[config.mk]
export PLATFORM = sky130hd
export DESIGN_NAME = datacache_line_adapter
export DESIGN_NICKNAME = d
export VERILOG_FILES = /design/src/rtl/datacache_line_adapter.sv
export SDC_FILE = /design/constraint.sdc
export NUM_CORES = 1
export LEC_CHECK = 0
export ABC_AREA = 1
export CAP_MARGIN = 20
export CORE_AREA = 2 2 530 532
export DETAILED_ROUTE_END_ITERATION = 16
export DIE_AREA = 0 0 532 534
export PLACE_DENSITY = 0.3
export SYNTH_ARGS = -nofsm -noshare
export SYNTH_HDL_FRONTEND = slang
export SYNTH_SLANG_ARGS = --single-unit
[constraint.sdc]
create_clock -name clk -period 3 [get_ports clk]
set_input_delay 0.6 -clock clk [delete_from_list [all_inputs] [get_ports clk]]
set_output_delay 0.6 -clock clk [all_outputs]
set_load 0.005 [all_outputs]
[src/rtl/datacache_line_adapter.sv]
`default_nettype none
// ============================================================================
//  Module      : datacache_line_adapter
//  Description : Bridge between the L1 data cache and the memory-side bus.
//                Combinational word path (word <-> line steering and
//                byte-enable expansion) plus a burst engine that moves whole
//                lines as LINE_W/BEAT_W beats under a per-beat handshake.
//  Revision    : 1.0  initial release
// ============================================================================
module datacache_line_adapter #(
   parameter int LINE_W = 256,
   parameter int WORD_W = 32,
   parameter int BEAT_W = 64,
   parameter int ADDR_W = 32
) (
   input  logic                  clk,
   input  logic                  rst_n,
   // word path
   input  logic [ADDR_W-1:0]     word_addr,
   input  logic [WORD_W-1:0]     word_wdata,
   input  logic [WORD_W/8-1:0]   word_be,
   input  logic [LINE_W-1:0]     line_data_in,
   output logic [LINE_W-1:0]     word_wdata_line,
   output logic [LINE_W/8-1:0]   word_be_line,
   output logic [WORD_W-1:0]     word_rdata,
   // cache-side line requests
   input  logic                  line_read,
   input  logic                  line_write,
   input  logic [ADDR_W-1:0]     line_addr,
   input  logic [LINE_W-1:0]     line_wdata,
   output logic [LINE_W-1:0]     line_rdata,
   output logic                  line_resp,
   // memory-side burst port
   output logic                  mem_read,
   output logic                  mem_write,
   output logic [ADDR_W-1:0]     mem_addr,
   output logic [BEAT_W-1:0]     mem_wdata,
   input  logic [BEAT_W-1:0]     mem_rdata,
   input  logic                  mem_resp
);

   localparam int BEATS  = LINE_W / BEAT_W;
   localparam int WPL    = LINE_W / WORD_W;
   localparam int WBYTES = WORD_W / 8;
   localparam int LBYTES = LINE_W / 8;
   localparam int OFF    = $clog2(LBYTES);
   localparam int WB     = $clog2(WBYTES);
   localparam int CW     = (BEATS > 1) ? $clog2(BEATS) : 1;

   localparam bit LINE_POW2 = (LINE_W >= 8) && ((LINE_W & (LINE_W - 1)) == 0);
   localparam bit WORD_POW2 = (WORD_W >= 8) && ((WORD_W & (WORD_W - 1)) == 0);
   localparam bit BEAT_POW2 = (BEAT_W >= 8) && ((BEAT_W & (BEAT_W - 1)) == 0);

   // ------------------------------------------------------------------------
   // Elaboration-time parameter sanity
   // ------------------------------------------------------------------------
   if (!LINE_POW2 || !WORD_POW2 || !BEAT_POW2) begin : g_err_pow2
      $error("datacache_line_adapter: LINE_W, WORD_W and BEAT_W must be powers of two (>= 8)");
   end
   if ((LINE_W % BEAT_W) != 0) begin : g_err_beat_div
      $error("datacache_line_adapter: LINE_W must be a multiple of BEAT_W");
   end
   if (BEATS < 2) begin : g_err_beats
      $error("datacache_line_adapter: a line must span at least two beats");
   end
   if ((LINE_W % WORD_W) != 0) begin : g_err_word_div
      $error("datacache_line_adapter: LINE_W must be a multiple of WORD_W");
   end
   if (ADDR_W <= OFF) begin : g_err_addr
      $error("datacache_line_adapter: ADDR_W must exceed the line offset width");
   end

   // Address bits outside the word-slot / line-tag fields are intentionally
   // not consumed; fold them into one sink so the intent is explicit.
   logic unused_addr_bits;
   assign unused_addr_bits = ^{word_addr, line_addr};

   // ------------------------------------------------------------------------
   // Word path (purely combinational, independent of the burst engine)
   // ------------------------------------------------------------------------
   assign word_wdata_line = {WPL{word_wdata}};

   if (WPL > 1) begin : g_multi_word
      logic [OFF-WB-1:0] slot;
      assign slot         = word_addr[OFF-1:WB];
      assign word_rdata   = line_data_in[int'(slot)*WORD_W +: WORD_W];
      assign word_be_line = {{(LBYTES-WBYTES){1'b0}}, word_be} << (int'(slot)*WBYTES);
   end else begin : g_single_word
      assign word_rdata   = line_data_in;
      assign word_be_line = word_be;
   end

   // ------------------------------------------------------------------------
   // Burst engine
   // ------------------------------------------------------------------------
   typedef enum logic [1:0] {
      IDLE = 2'd0,
      RD   = 2'd1,
      WR   = 2'd2,
      DONE = 2'd3
   } state_t;

   state_t                 state;
   logic [CW-1:0]          cnt;
   logic [LINE_W-1:0]      line_buf;
   logic [ADDR_W-OFF-1:0]  addr_hi;
   logic                   last_beat;

   assign last_beat  = (cnt == CW'(BEATS - 1));

   // Memory sees the latched line address with the offset forced to zero;
   // the write beat is whatever slice the beat counter points at, so it
   // naturally holds across response gaps.
   assign mem_addr   = {addr_hi, {OFF{1'b0}}};
   assign mem_wdata  = line_buf[int'(cnt)*BEAT_W +: BEAT_W];
   assign line_rdata = line_buf;

   // Sequence one line transfer; mem_read/mem_write/line_resp are registered
   // so none of them depends combinationally on mem_resp.
   always_ff @(posedge clk or negedge rst_n) begin
      if (!rst_n) begin
         state     <= IDLE;
         cnt       <= '0;
         line_buf  <= '0;
         addr_hi   <= '0;
         mem_read  <= 1'b0;
         mem_write <= 1'b0;
         line_resp <= 1'b0;
      end else begin
         case (state)
            IDLE: begin
               // write-back wins when both requests arrive together
               if (line_write) begin
                  line_buf  <= line_wdata;
                  addr_hi   <= line_addr[ADDR_W-1:OFF];
                  cnt       <= '0;
                  mem_write <= 1'b1;
                  state     <= WR;
               end else if (line_read) begin
                  addr_hi   <= line_addr[ADDR_W-1:OFF];
                  cnt       <= '0;
                  mem_read  <= 1'b1;
                  state     <= RD;
               end
            end
            RD: begin
               if (mem_resp) begin
                  line_buf[int'(cnt)*BEAT_W +: BEAT_W] <= mem_rdata;
                  if (last_beat) begin
                     cnt       <= '0;
                     mem_read  <= 1'b0;
                     line_resp <= 1'b1;
                     state     <= DONE;
                  end else begin
                     cnt <= cnt + 1'b1;
                  end
               end
            end
            WR: begin
               if (mem_resp) begin
                  if (last_beat) begin
                     cnt       <= '0;
                     mem_write <= 1'b0;
                     line_resp <= 1'b1;
                     state     <= DONE;
                  end else begin
                     cnt <= cnt + 1'b1;
                  end
               end
            end
            DONE: begin
               line_resp <= 1'b0;
               state     <= IDLE;
            end
            default: begin
               state <= IDLE;
            end
         endcase
      end
   end

endmodule
`default_nettype wire

### Yosys cells after proc, flatten, opt, wreduce, memory -nomap -nowiden

Cells that the tools add are included.

| word-level totals | value |
|---|---|
| register bits | 290 |
| latch bits | 0 |
| bits in writable memories | 0 |
| memory bits (read-only) | 0 |
| input port bits | 681 |
| output and inout bits | 675 |
| logic and storage cells | 68 |
| memories kept | 0 |

| operators by class | value |
|---|---|
| $add $sub $neg | 2 |
| $mul | 0 |
| div/mod/pow operators | 0 |
| order comparisons | 0 |
| equal/unequal tests | 14 |
| shift-type cells | 5 |
| multiplexer cells | 26 |
| bitwise gates (word level) | 0 |
| reduce and logical (&&, ||, !) cells | 14 |

Operator list:

| cell | count |
|---|---|
| 2-to-1 mux 256 bit | 2 |
| one-hot mux 256 bit (2 select lines) | 1 |
| bitwise mux 256 bit | 1 |
| variable shift 64 x 33 -> 256 bit (first input constant) | 1 |
| indexed part select 256 x 9 -> 32 bit | 1 |
| indexed part select 256 x 9 -> 64 bit | 1 |
| indexed part select 64 x 33 -> 256 bit | 1 |
| 2-to-1 mux 27 bit | 2 |
| negation 8 -> 33 bit | 1 |
| << shifter 4 x 5 -> 32 bit | 1 |
| 2-to-1 mux 2 bit | 8 |
| inequality test 2 bit (second input constant) | 7 |
| AND reduction 3 bit | 4 |
| nonzero test 2 bit | 5 |
| 2-to-1 mux 1 bit | 7 |
| equality test 2 bit (second input constant) | 3 |
| one-hot mux 1 bit (2 select lines) | 3 |
| one-hot mux 2 bit (3 select lines) | 1 |
| AND reduction 5 bit | 1 |
| inequality test 2 x 1 -> 1 bit (second input constant) | 2 |
| one-hot mux 2 bit (2 select lines) | 1 |
| AND reduction 4 bit | 1 |
| inequality test 3 bit (second input constant) | 1 |
| adder 2 x 1 -> 2 bit (second input constant) | 1 |
| 4 further kinds | 4 |

### Logic depth before layout (Yosys ltp)

| logic depth | value |
|---|---|
| depth after elaboration | 5 |
| mapped depth | 14 |
| depth with buffers taken out | 9 |

### Worst setup path before layout

No wires, ideal clock.

| path | value |
|---|---|
| path type | register to register |
| start | register cnt[0] |
| end | register line_buf[13] (netlist: line_rdata[13]) |
| library setup time | 0.065 ns |
| arrival | 2.155 ns |
| required time | 2.935 ns |
| setup slack | 0.780 ns |
| stages on the path, launching flop included | 14 |
| path buffers | 6 |
| clock period less this slack | 2.220 ns |
| cell sequence | dfrtp_1 -> buf_2 -> inv_2 -> buf_4 -> buf_4 -> buf_2 -> ha_1 -> buf_2 -> nor2_2 -> buf_2 -> nand3b_1 -> nand2_1 -> nand2_1 -> nand2_1 |

| between the ends | value |
|---|---|
| longest elaborated chain between the ends | 5 |
| elaborated cells on any way between the ends | 6 |
| classes of those cells | add/sub: 1; shift: 2; mux: 3 |

RTL lines:

| element | RTL line | text |
|---|---|---|
| start, declared | 104 | `logic [CW-1:0] cnt;` |
| start signal, assigned | 155 | `cnt <= cnt + 1'b1;` |
| start signal, assigned | 167 | `cnt <= cnt + 1'b1;` |
| negation 8 -> 33 bit (*) | 148 | `line_buf[int'(cnt)*BEAT_W +: BEAT_W] <= mem_rdata;` |
| indexed part select 64 x 33 -> 256 bit or variable shift 64 x 33 -> 256 bit (tied branches) | 148 |  |
| bitwise mux 256 bit (*) | 148 |  |
| 2-to-1 mux 256 bit (*) | 147 | `if (mem_resp) begin` |
| one-hot mux 256 bit (2 select lines) (*) | 130 | `case (state)` |
| end signal, assigned | 134 | `line_buf <= line_wdata;` |
| end signal, assigned by index | 148 |  |
| end, declared | 105 | `logic [LINE_W-1:0] line_buf;` |

Mark *: on every way between the ends. The rest lies on a longest branch, timed or not. The select of a mux whose other input is x is not followed.
A chain may end at the register's enable or synchronous reset.

### Worst setup path after layout

| path | value |
|---|---|
| start | register cnt[0] |
| end | output mem_wdata[45] |

| between the ends | value |
|---|---|
| longest elaborated chain between the ends | 1 |

RTL lines:

| element | RTL line | text |
|---|---|---|
| indexed part select 256 x 9 -> 64 bit | 115 | `assign mem_wdata = line_buf[int'(cnt)*BEAT_W +: BEAT_W];` |
| end, declared | 37 | `output logic [BEAT_W-1:0] mem_wdata,` |

No other way between the ends.

==> impl_summary.txt <==
----------------------------------------------------
[Finish]
  Final-stage net count ... 5408
  Fin util ... 14.6%
  Filler-free cell count of the finished design ... 8498
  Share of final-layout standard cells stronger than drive strength 1 ... 9.73%
  Number of fill cells in the layout ... 32300
  Area growth from synthesis to layout ... 74.9%

[Routing]
  Drt total wl ... 214000 µm
  Number of nets with antenna violations after detailed routing ... 0
  Average via count per standard cell ... 3.38
  Drc violations ... 0
  Drt wl/cell ... 25.2 µm
  Number of DRC markers after the initial detailed-route iteration ... 1538
  Drt first pass iters ... 5
  Vias post-DR ... 28700

[Logic synthesis]
  Register area share after synthesis ... 31.2%
  Post-synthesis instance total ... 3921
  Leading post-synthesis cells by instance count ... nand2_1 (2025), dfrtp_1 (290), buf_4 (273), inv_1 (273), nor2_1 (242)
  Area of the mapped netlist ... 0.0232 mm²
  Top-area cell type share of the netlist area ... 32.7%
  Average footprint of a synthesized cell ... 5.93 µm²
  Share of synthesized flip-flops with an asynchronous set or reset ... 100%
  Synthesis Warnings ... 0
  Library cells used by synthesis ... 29
  Most common cell in the netlist ... nand2_1
  #FFs+latches synth ... 290
  Top cells by area, synth ... nand2_1 (33%), dfrtp_1 (31%), buf_4 (8.8%)
  Cell accounting for the most synthesized area ... nand2_1
  EDFF count, synth ... 0
  Leading register cell type out of synthesis ... dfrtp_1

[Clock network]
  Clock buffers created by TritonCTS ... 44
  Worst-case clock buffer depth ... 3
  Clock slew at the register clock pins of the worst setup and hold paths ... 0.05 ns
  CTS tree ... built
  Number of clock sinks seen by CTS ... 290
  Maximum level of the CTS H-tree ... 2
  CTS root buf ... clkbuf_16
  Clock network latency to the later pin of the worst-skew pair ... 0.66 ns

[Floorplan]
  Die area ... 0.284 mm²
  Std cell rows ... 194
  Core region area ... 0.278 mm²
  Vert. Die Dim ... 534 µm
  I/O pin total ... 1356
  Die span in x ... 532 µm
  Initial standard-cell utilization of the core ... 8.35%

[Job]
  MaxCap Viol Count ... 0

[Timing]
  Worst Tran Pin Value ... 0.675 ns
  Min cycle time layout ... 3.03 ns
  Unrepaired setup endpoints after global routing ... true
  Fin crit share ... 101%
  Setup-failing EPs final ... 1
  Max-slew violation count ... 0
  Clk_skew ... 0.0386 ns
  Achievable Freq ... 330 MHz
  Final hold slack ... 0.482 ns
  Tightest slew margin relative to the limit ... 55.0%
  Total count of hold-check failures in the final report ... 0
  Min setup slack post-route ... -0.0283 ns

[Worst setup path]
  Worst R2R End ... line_rdata[211]
  Data arrival at the endpoint of the critical path ... 2.43 ns
  Start-to-end type of the worst setup path ... reg -> out
  Maximum fanout along the worst path ... 7
  Data required time at the worst endpoint ... 2.40 ns
  Register-to-register setup slack ... 0.20 ns
  Critical register-to-register path startpoint ... cnt[1]
  Worst setup EP type ... output port
  Worst-case reg-to-reg path depth ... 14
  Worst Setup Start Kind ... flip-flop

[Placed design]
  Routability cong. ... 0.867
  DP HPWL ... 161000 µm
  Dpl cells ... 8312
  Quantity of I/O buffers inserted on ports ... 1028

[Global routing]
  Initial antenna violation count ... 88
  Global-route wire length before repair ... 280000 µm
  Total global routing track utilization ... 14.5%
  Maximum number of pins on one net before global-route repair ... 81
  Remaining global-route overflow ... 0
  Via count of the first global-routing pass ... 29600

[Power and ir drop]
  Total design power ... 39.6 mW
  Power per Cell Area ... 975 mW/mm²
  Leakage power figure ... 18.9 nW
  Maximum vdd drop ... 0.000504 V

[Worst hold path]
  Worst Hold End ... mem_read
  Worst hold path stage count ... 2
  Critical hold path startpoint ... mem_read
  Type of the tightest min-delay check ... reg -> reg

[Run status]
  Outcome ... finished with violations
  Violated checks ... setup timing

----------------------------------------------------
-- cell usage in the layout (no fill, tap or decap), types with 5 or more instances in the layout --
cell / instances
bufinv_16: 5
o21ai_1: 26
buf_12: 88
buf_2: 19
o21ai_4: 11
ha_1: 6
inv_1: 270
clkbuf_16: 46
nand3_1: 178
nand2_1: 2024
buf_16: 22
clkbuf_8: 10
buf_6: 35
o21ai_0: 171
diode_2: 26
nor2_1: 228
dlygate4sd2_1: 15
nor2_2: 10
o22ai_4: 14
dfrtp_1: 288
o22ai_1: 36
o22ai_2: 15
conb_1: 5
nand3b_1: 68
clkbuf_1: 12
nor2_4: 10
o21ai_2: 15
clkdlybuf4s50_1: 950
buf_4: 113
-- worst max-delay path: stages (launching register included) --
cell and delay, ns:
dfrtp_4 0.55, buf_16 0.19, buf_16 0.16, buf_16 0.17, buf_12 0.14, buf_12 0.12
o21ai_4 0.14, o22ai_4 0.11, buf_12 0.17
-- sequential cells by signal, indices dropped and copies added, names as in the netlist --
| signal | flops |
|---|---|
| line_rdata | 256 |
| addr_hi | 27 |
| cnt | 2 |
| state | 2 |
| line_resp | 1 |
| mem_read | 1 |
| mem_write | 1 |
-- worst max path at each step --
stage / slack [ns] / to / from / cells after the start
global route: -0.11 / mem_wdata[45] / cnt[0] / 8
global placement: -0.08 / mem_wdata[51] / cnt[0] / 6
finish: -0.03 / mem_wdata[45] / cnt[0] / 8
floorplan: 0.78 / line_rdata[13] / cnt[0] / 13
CTS: -0.12 / mem_wdata[45] / cnt[0] / 8
detailed placement: -0.09 / mem_wdata[51] / cnt[0] / 6
-- logic make-up after synthesis --
kind of cell	after synthesis	synth area share, %
fa+ha+maj	9	0.485
other cells	1	0.0161
buf+inv	795	18.1
compound gates	289	6.58
flops	290	31.2
simple gates	2537	43.6
-- stage by stage --
step           setup WS, ns  instance area, µm²  TNS [ns]
5_1_grt              -0.112               40600    -0.394
6_report            -0.0283               40700   -0.0283
4_1_cts              -0.118               40500    -0.772
3_5_place_dp        -0.0904               37100    -0.114
3_3_place_gp        -0.0803               37100   -0.0803
2_1_floorplan         0.780               23300         0
-- timing repair --
action	in CTS	in global routing
pin swaps	33	10
buffers inserted	77	2
setup endpoints to repair	63	35
cloned	14	1
gates resized for setup	336	39
hold buffers	1	0
hold endpoints to repair	37	0
-- report_power, final --
| part | total, mW | internal, mW | leakage, nW | switching, mW |
|---|---|---|---|---|
| Clock | 5.85 | 3.43 | 0.739 | 2.41 |
| Sequential | 7.55 | 5.66 | 3.69 | 1.89 |
| Combinational | 26.2 | 10.5 | 14.5 | 15.7 |
| Total | 39.6 | 19.6 | 18.9 | 20.0 |
-- layout make-up --
class	count	area, µm²	area share [%]
Timing Repair inverter	1	16.3	0.0400
Multi-Input combinational cell	2840	12400	30.5
Clock buffer	67	1310	3.22
Timing Repair Buffer	1261	13600	33.6
Inverter	280	1110	2.72
Sequential cell	290	7260	17.9
Antenna cell	26	65.1	0.160
Tap cell	3724	4660	11.5
Clock inverter	9	204	0.502
-- metal layers --
layer  track usage, %  share of wire [%]  wire, µm
met3             3.85                7.2     15300
met4             4.73                3.6      7710
met2             27.5                 53    113000
met1             15.3                 36     78000
met5                0               0.12       254
Note: power is estimated with default switching activity, not from simulation.
